`src/rtl/load_store_unit_if.sv`:
```
// rtl/load_store_unit_if.sv - CPU request and DataMemory port bundle for load_store_unit
interface load_store_unit_if #(
  parameter int DATA_W = 32
);
  logic              Req;
  logic              Ready;
  logic              Store;
  logic [2:0]        Op;
  logic [DATA_W-1:0] Addr;
  logic [DATA_W-1:0] WrData;
  logic [DATA_W-1:0] RdData;
  logic              Done;
  logic              Err;
  logic              DmemRead;
  logic              DmemWrite;
  logic [DATA_W-1:0] DmemAddr;
  logic [DATA_W-1:0] DmemWrData;
  logic [DATA_W-1:0] DmemRdData;

  modport slave (
    input  Req, Store, Op, Addr, WrData, DmemRdData,
    output Ready, RdData, Done, Err, DmemRead, DmemWrite, DmemAddr, DmemWrData
  );

  modport master (
    output Req, Store, Op, Addr, WrData, DmemRdData,
    input  Ready, RdData, Done, Err, DmemRead, DmemWrite, DmemAddr, DmemWrData
  );
endinterface

```
`src/rtl/load_store_unit.sv`:
```
// rtl/load_store_unit.sv - byte/halfword/word load-store unit with read-modify-write sub-word stores
module load_store_unit #(
  parameter int DATA_W = 32
) (
  input  logic Clk,
  input  logic Rst_n,
  load_store_unit_if.slave bus
);

  typedef enum logic [2:0] {IDLE, LOAD, RMW_RD, WRITE, RESP} stateT;

  stateT              state;
  stateT              nextState;
  logic [2:0]         opQ;
  logic [1:0]         laneQ;
  logic [15:0]        wrDataQ;
  logic               errQ;
  logic [DATA_W-1:0]  rdDataQ;
  logic [DATA_W-3:0]  dmemAddrQ;
  logic [DATA_W-1:0]  dmemWrDataQ;

  logic               accept;
  logic               misaligned;
  logic               badOp;
  logic               reqErr;
  logic [7:0]         byteSel;
  logic [15:0]        halfSel;
  logic [DATA_W-1:0]  loadVal;
  logic [DATA_W-1:0]  mergeVal;

  assign accept     = bus.Req && (state == IDLE);
  assign misaligned = ((bus.Op[1:0] == 2'b01) && bus.Addr[0]) ||
                      ((bus.Op[1:0] == 2'b10) && (bus.Addr[1:0] != 2'b00));
  // Stores ignore Op[2]; loads reject 011, 110 and 111.
  assign badOp      = bus.Store ? (bus.Op[1:0] == 2'b11)
                                : ((bus.Op[1:0] == 2'b11) || (bus.Op == 3'b110));
  assign reqErr     = misaligned || badOp;

  always_ff @(posedge Clk or negedge Rst_n) begin
    if (!Rst_n) begin
      state <= IDLE;
    end else begin
      state <= nextState;
    end
  end

  always_comb begin
    nextState     = state;
    bus.Ready     = 1'b0;
    bus.Done      = 1'b0;
    bus.DmemRead  = 1'b0;
    bus.DmemWrite = 1'b0;
    case (state)
      IDLE: begin
        bus.Ready = 1'b1;
        if (accept) begin
          if (reqErr)                     nextState = RESP;
          else if (!bus.Store)            nextState = LOAD;
          else if (bus.Op[1:0] == 2'b10)  nextState = WRITE;
          else                            nextState = RMW_RD;
        end
      end
      LOAD: begin
        bus.DmemRead = 1'b1;
        nextState    = RESP;
      end
      RMW_RD: begin
        bus.DmemRead = 1'b1;
        nextState    = WRITE;
      end
      WRITE: begin
        bus.DmemWrite = 1'b1;
        nextState     = RESP;
      end
      RESP: begin
        bus.Done  = 1'b1;
        nextState = IDLE;
      end
      default: nextState = IDLE;
    endcase
  end

  assign bus.Err        = bus.Done && errQ;
  assign bus.RdData     = rdDataQ;
  assign bus.DmemAddr   = {dmemAddrQ, 2'b00};
  assign bus.DmemWrData = dmemWrDataQ;

  always_comb begin
    byteSel = bus.DmemRdData[{laneQ, 3'b000} +: 8];
    halfSel = laneQ[1] ? bus.DmemRdData[31:16] : bus.DmemRdData[15:0];
    case (opQ)
      3'b000:  loadVal = {{24{byteSel[7]}}, byteSel};
      3'b001:  loadVal = {{16{halfSel[15]}}, halfSel};
      3'b100:  loadVal = {24'h0, byteSel};
      3'b101:  loadVal = {16'h0, halfSel};
      default: loadVal = bus.DmemRdData;
    endcase
  end

  // Only the addressed lane is replaced; the rest of the read word is kept.
  always_comb begin
    mergeVal = bus.DmemRdData;
    if (opQ[1:0] == 2'b00) begin
      mergeVal[{laneQ, 3'b000} +: 8] = wrDataQ[7:0];
    end else begin
      mergeVal[{laneQ[1], 4'b0000} +: 16] = wrDataQ;
    end
  end

  always_ff @(posedge Clk or negedge Rst_n) begin
    if (!Rst_n) begin
      opQ         <= 3'b000;
      laneQ       <= 2'b00;
      wrDataQ     <= 16'h0;
      errQ        <= 1'b0;
      rdDataQ     <= '0;
      dmemAddrQ   <= '0;
      dmemWrDataQ <= '0;
    end else begin
      if (accept) begin
        opQ     <= bus.Op;
        laneQ   <= bus.Addr[1:0];
        wrDataQ <= bus.WrData[15:0];
        errQ    <= reqErr;
        // Error requests leave the memory port untouched.
        if (!reqErr) begin
          dmemAddrQ <= bus.Addr[DATA_W-1:2];
          if (bus.Store && (bus.Op[1:0] == 2'b10)) begin
            dmemWrDataQ <= bus.WrData;
          end
        end
      end
      if (state == LOAD) begin
        rdDataQ <= loadVal;
      end
      if (state == RMW_RD) begin
        dmemWrDataQ <= mergeVal;
      end
    end
  end

endmodule
```
`src/flat_wrapper.sv`:
```
// flat-port wrapper written by rule: the top's interface ports become plain ports
module load_store_unit_flat 
#(
  parameter int DATA_W = 32
)
  (Clk, Rst_n, bus_Req, bus_Store, bus_Op, bus_Addr, bus_WrData, bus_DmemRdData, bus_Ready, bus_RdData, bus_Done, bus_Err, bus_DmemRead, bus_DmemWrite, bus_DmemAddr, bus_DmemWrData);
  load_store_unit_if #(.DATA_W(DATA_W)) bus_i ();
  input  logic Clk;
  input  logic Rst_n;
  input wire logic [$bits(bus_i.Req)-1:0] bus_Req;
  input wire logic [$bits(bus_i.Store)-1:0] bus_Store;
  input wire logic [$bits(bus_i.Op)-1:0] bus_Op;
  input wire logic [$bits(bus_i.Addr)-1:0] bus_Addr;
  input wire logic [$bits(bus_i.WrData)-1:0] bus_WrData;
  input wire logic [$bits(bus_i.DmemRdData)-1:0] bus_DmemRdData;
  output wire logic [$bits(bus_i.Ready)-1:0] bus_Ready;
  output wire logic [$bits(bus_i.RdData)-1:0] bus_RdData;
  output wire logic [$bits(bus_i.Done)-1:0] bus_Done;
  output wire logic [$bits(bus_i.Err)-1:0] bus_Err;
  output wire logic [$bits(bus_i.DmemRead)-1:0] bus_DmemRead;
  output wire logic [$bits(bus_i.DmemWrite)-1:0] bus_DmemWrite;
  output wire logic [$bits(bus_i.DmemAddr)-1:0] bus_DmemAddr;
  output wire logic [$bits(bus_i.DmemWrData)-1:0] bus_DmemWrData;
  assign bus_i.Req = bus_Req;
  assign bus_i.Store = bus_Store;
  assign bus_i.Op = bus_Op;
  assign bus_i.Addr = bus_Addr;
  assign bus_i.WrData = bus_WrData;
  assign bus_i.DmemRdData = bus_DmemRdData;
  assign bus_Ready = bus_i.Ready;
  assign bus_RdData = bus_i.RdData;
  assign bus_Done = bus_i.Done;
  assign bus_Err = bus_i.Err;
  assign bus_DmemRead = bus_i.DmemRead;
  assign bus_DmemWrite = bus_i.DmemWrite;
  assign bus_DmemAddr = bus_i.DmemAddr;
  assign bus_DmemWrData = bus_i.DmemWrData;
  load_store_unit #(.DATA_W(DATA_W)) u_core (.Clk(Clk), .Rst_n(Rst_n), .bus(bus_i));
endmodule
```
`config.mk`:
```
export PLATFORM = sky130hd
export DESIGN_NAME = load_store_unit_flat
export DESIGN_NICKNAME = d
export VERILOG_FILES = /design/src/rtl/load_store_unit_if.sv /design/src/rtl/load_store_unit.sv /design/src/flat_wrapper.sv
export SDC_FILE = /design/constraint.sdc
export NUM_CORES = 1
export LEC_CHECK = 0
export BUFFER_PORTS_ARGS = -buffer_cell sky130_fd_sc_hd__buf_4
export CORE_MARGIN = 3
export CORE_UTILIZATION = 30
export DETAILED_ROUTE_END_ITERATION = 8
export SYNTH_ARGS = -nofsm -noshare
export SYNTH_HDL_FRONTEND = slang
export SYNTH_SLANG_ARGS = --single-unit
```
`constraint.sdc`:
```
create_clock -name Clk -period 4.1 [get_ports Clk]
set_clock_uncertainty 0.2 [all_clocks]
set_input_delay 0.205 -clock Clk [delete_from_list [all_inputs] [get_ports Clk]]
set_output_delay 0.205 -clock Clk [all_outputs]
set_load 0.01 [all_outputs]
```
======== After elaboration in Yosys (flattened, before gate mapping) ========
Index checks and enable logic that the tools add are counted.
operators by class
  bitwise operators ....................... 1
  multiplexer cells ....................... 19
  reduce and logical (&&, ||, !) cells .... 18
  equal/unequal tests ..................... 13
  shifts and indexed selects .............. 5
  add/sub/neg operators ................... 2
operator list
  kind                                                                      count
  32-bit 2-to-1 mux                                                         5
  32-bit case mux with 4 select lines                                       1
  32-bit bitwise mux                                                        2
  16-bit by 7-bit variable shift with 32-bit output (first input constant)  1
  8-bit by 7-bit variable shift with 32-bit output (first input constant)   1
  16-bit by 7-bit indexed part select with 32-bit output                    1
  32-bit by 6-bit indexed part select with 8-bit output                     1
  8-bit by 7-bit indexed part select with 32-bit output                     1
  16-bit 2-to-1 mux                                                         1
  5-bit negator with 7-bit output                                           2
  3-bit == test (second input constant)                                     4
  3-bit 2-to-1 mux                                                          3
  3-bit case mux with 3 select lines                                        1
  3-bit by 1-bit == test with 1-bit output (second input constant)          2
  3-bit by 2-bit == test with 1-bit output (second input constant)          2
  3-bit logical NOT                                                         2
  1-bit 2-to-1 mux                                                          6
  2-bit nonzero test                                                        3
  1-bit logical AND                                                         5
  2-bit == test (second input constant)                                     2
  2-bit OR reduction                                                        2
  1-bit logical OR                                                          3
  3-bit AND reduction                                                       1
  2-bit by 1-bit == test with 1-bit output (second input constant)          1
  5 further kinds                                                           5
storage, ports and cells
  bits in registers ....................... 119
  output and inout port bits .............. 101
  bits of input ports ..................... 103

======== Longest topological paths before layout ========
  depth after elaboration ................. 7
  gate-level depth with buffers ........... 11

======== Worst setup path before layout ========
No wires, ideal clock.
  path kind ............................... register -> register
  from .................................... reg u_core.laneQ[1]
  to ...................................... reg u_core.dmemWrDataQ[10], in the netlist u_core.bus.DmemWrData[10]
  arrival ................................. 2,240 ps
  path buffers ............................ 4
  data required time ...................... 3,831 ps
  period minus slack after synthesis ...... 2,509 ps
  slack ................................... 1,591 ps
  stages on the path, launching flop included .. 11
  path through ............................ dfrtp_1 -> buf_4 -> buf_4 -> inv_1 -> buf_2 -> ha_1 -> or3b_2 -> clkbuf_1 -> o22ai_1 -> o211ai_1 -> nand3_1
on the way
  cells in the longest elaborated chain, start to end .. 5
  elaborated cells on any way between the ends .. 10
  those cells by class .................... add/sub: 2; shift: 4; mux: 4
RTL lines
  what                                                                            line                                            text
  start: declaration                                                              load_store_unit.sv:15                           logic [1:0] laneQ;
  start signal: assignment                                                        load_store_unit.sv:122                          laneQ <= bus.Addr[1:0];
  5-bit negator with 7-bit output, on equally long branches                       load_store_unit.sv:106, load_store_unit.sv:104
  16-bit by 7-bit indexed part select with 32-bit output (tied with other cells)  load_store_unit.sv:106                          mergeVal[{laneQ[1], 4'b0000} +: 16] = wrDataQ;
  32-bit bitwise mux, on equally long branches                                    load_store_unit.sv:106, load_store_unit.sv:104
  32-bit 2-to-1 mux *                                                             load_store_unit.sv:103                          if (opQ[1:0] == 2'b00) begin
  32-bit 2-to-1 mux *                                                             load_store_unit.sv:136                          if (state == RMW_RD) begin
  end signal: assignment                                                          load_store_unit.sv:129                          dmemWrDataQ <= bus.WrData;
  end signal: assignment                                                          load_store_unit.sv:137                          dmemWrDataQ <= mergeVal;
  end: declaration                                                                load_store_unit.sv:20                           logic [DATA_W-1:0] dmemWrDataQ;
Every way passes the cells marked *; elsewhere a longest branch is shown, timed or not.
A chain may end at the register's enable or synchronous reset.

======== Final worst setup path ========
  from .................................... reg u_core.laneQ[1]
  to ...................................... reg u_core.dmemWrDataQ[18], in the netlist u_core.bus.DmemWrData[18]
The elaborated chain is that of the path after synthesis.

==> results.cfg <==
[clocking]
ctsHoldBuffers = 95
cts_max_level = 4
cts_inserted_buffers = 17
insertion_delay_ns = 0.41
post_cts_buffers = 0
ctsResizeCount = 0
clock_sinks = 119
path_clk_slew_ns = 0.06
cts_buffer_depth = 2
cts_tree = yes
clockRootBuffer = clkbuf_16

[timing]
tns_ns = 0
setup_viol = 0
fmax_mhz = 344
rsz0062_at_grt = false
hold_viol = 0
slew_viol_final = 0
maxSlewHeadroom_pct = 42.3
post-route-min-period_ns = 2.91
min_period_over_period_pct = 70.9
tightest_slew_ns = 0.864
finalWorstSetupSlack_ns = 1.19

[final_layout]
drive_gt1_share_pct = 36.7
multiInputGateArea_um2 = 3030
area_growth_pct = 50.3
final_common_cell = buf_4
most-common-layout-cells = buf_4, dfrtp_1, dlygate4sd3_1
n_antenna_cell = 0
fillers = 1937
regArea_um2 = 2980
nets = 994

[die]
core_um2 = 20600
die_h_um = 152
die_area_um2 = 23100
io_pins = 204
die_x_um = 152
num_rows = 52
initial_core_util_pct = 31.0

[setup_path]
max_stage_delay_ns = 0.68
reg2reg_from = u_core.laneQ[1]
reg2reg_slack_ns = 1.19
crit_type = flip-flop to flip-flop
worstSetupEndpointType = flip-flop
crit_fanout = 15
arrival_ns = 3.05
r2r-end = u_core.bus.DmemWrData[18]
worst_ep_required_time_ns = 4.24
startpoint_type = flip-flop
reg2reg_depth = 6
crit_chain = inv_1 -> ha_1 -> nor2_1 -> nand4_1 -> a21oi_2 -> a221o_1
slowest_stage = dfrtp_1

[synthesis]
yosysWarnings = 0
synth-edff-count = 0
synth_flop_cell = dfrtp_1
synth_seq_area_share_pct = 46.5
synthArstFlopShare_pct = 100
synth_area_um2 = 6400
ys_ff_latch = 119
avgSynthCellArea_um2 = 10.5
synth_cell_types = 53
synthCells = 609

[route]
viasPerCell = 5.23
dr_total_vias = 6110
drtIter0Drc = 528
drt_pass1_iterations = 6
wirelength_mm = 23.1
drc_errors = 0
wl_per_cell_um = 19.7
ant_nets = 0

[worst_hold_path]
hold_start = bus_DmemRdData[15]
hold_path_class = input port to flip-flop
holdPathEnd = u_core.bus.RdData[15]
worstHoldPathCells = 4

[grt]
grt_pass1_vias = 6167
antenna_found_initial = 0
grt.overflow.total = 0
grt_pass1_wl_mm = 36.0
grt_start_max_net_pins = 40
track_usage_pct = 19.5

[placement]
place_ws_ns = 1.23
gp_congestion = 0.846
dp_hpwl_mm = 16.7
port_buffers = 201

[outcome]
outcome = finished, final reports clean

[power_and_ir_drop]
power_density_nw_per_um2 = 697
ir_worst_vdd_uv = 361
power_leakage_uw = 0.00438

[flow_run]
drv_cap = 0
[how the worst max path moves through the flow]
stage,slack [ns],startpoint,end
finish,1.19,u_core.laneQ[1],u_core.bus.DmemWrData[18]
floorplan,1.59,u_core.laneQ[1],u_core.bus.DmemWrData[10]
global placement,1.34,u_core.laneQ[1],u_core.bus.DmemWrData[22]
detailed placement,1.23,u_core.laneQ[1],u_core.bus.DmemWrData[16]
global route,1.01,u_core.laneQ[1],u_core.bus.DmemWrData[18]
CTS,1.21,u_core.laneQ[1],u_core.bus.DmemWrData[18]
[flip-flops by register name, summed over array words and instances, names as in the netlist]
signal / flops
u_core.bus.DmemWrData: 32
u_core.bus.RdData: 32
u_core.dmemAddrQ: 30
u_core.wrDataQ: 16
u_core.opQ: 3
u_core.state: 3
u_core.laneQ: 2
u_core.errQ: 1
[synthesized netlist by cell type, drive strengths merged, types with 2 or more instances]
library cell	number	share of area (%)
o22ai	9	0.88
o21a	10	1.2
dfrtp	119	47
nand4	10	1.2
inv	21	1.2
a211oi	2	0.63
nor3	13	1.4
o21ai	24	2.5
nor2	20	1.3
ha	5	0.98
nand2b	4	0.39
a221o	24	3.8
a21oi	47	3.7
nand3	38	3.0
a311oi	7	0.96
and3	2	0.20
mux2i	27	4.2
o211ai	24	2.8
a22o	8	1.1
buf	36	4.0
nor2b	5	0.49
nand2	56	3.3
clkbuf	17	1.0
or3b	3	0.41
o31ai	7	0.82
mux2	56	9.8
[cells by family after synthesis]
group                    count (synthesis)  synth area share, %
flip-flops                             119                 46.5
buffers and inverters                   75                 6.33
adder cells (fa/ha/maj)                  5                0.977
AO/OA/AOI/OAI                          168                 19.2
other                                    1               0.0586
multiplexers                            84                 14.4
AND/OR/NAND/NOR                        157                 12.5
[power breakdown]
part | internal (µW) | switching (µW)
clock | 1010 | 580
sequential | 1740 | 533
combinational | 1450 | 1400
[area by class of cell]
class                      count  share of cell area [%]
clock buffer                  20                    4.85
multi-input combinational    416                    31.5
tap                          270                    3.51
sequential                   119                    30.9
clock inverter                12                    1.70
inverter                      22                   0.858
timing repair buffer         310                    26.6
[per-stage QoR]
stage,power [µW],std cells,utilization [%],cell area (µm²),hold WS (ns)
finish,6710,1169,46.7,9630,0.0355
global route,7120,1169,46.7,9630,0.0517
CTS,6750,1169,46.7,9630,0.0179
detailed placement,5060,1042,39.0,8050,0.0202
global placement,5000,1042,39.0,8050,0.0215
floorplan,3780,610,-,6410,-0.291
[metal layers]
metal / wire length [µm] / vias up / GRT usage, %
li1: - / 2804 / -
met1: 9950 / 2991 / 26.3
met2: 11000 / 282 / 31.2
met3: 1630 / 33 / 4.61
met4: 477 / 0 / 6.16
met5: 0 / - / 0
[critical path, delay by kind of cell (launching register included)]
family,cells,cell delay (ns)
compound gates,2,0.59
fa+ha+maj,1,0.35
buf+inv,1,0.36
flops,1,0.68
simple gates,2,0.66
No activity file was read; power rests on OpenSTA's default activity.
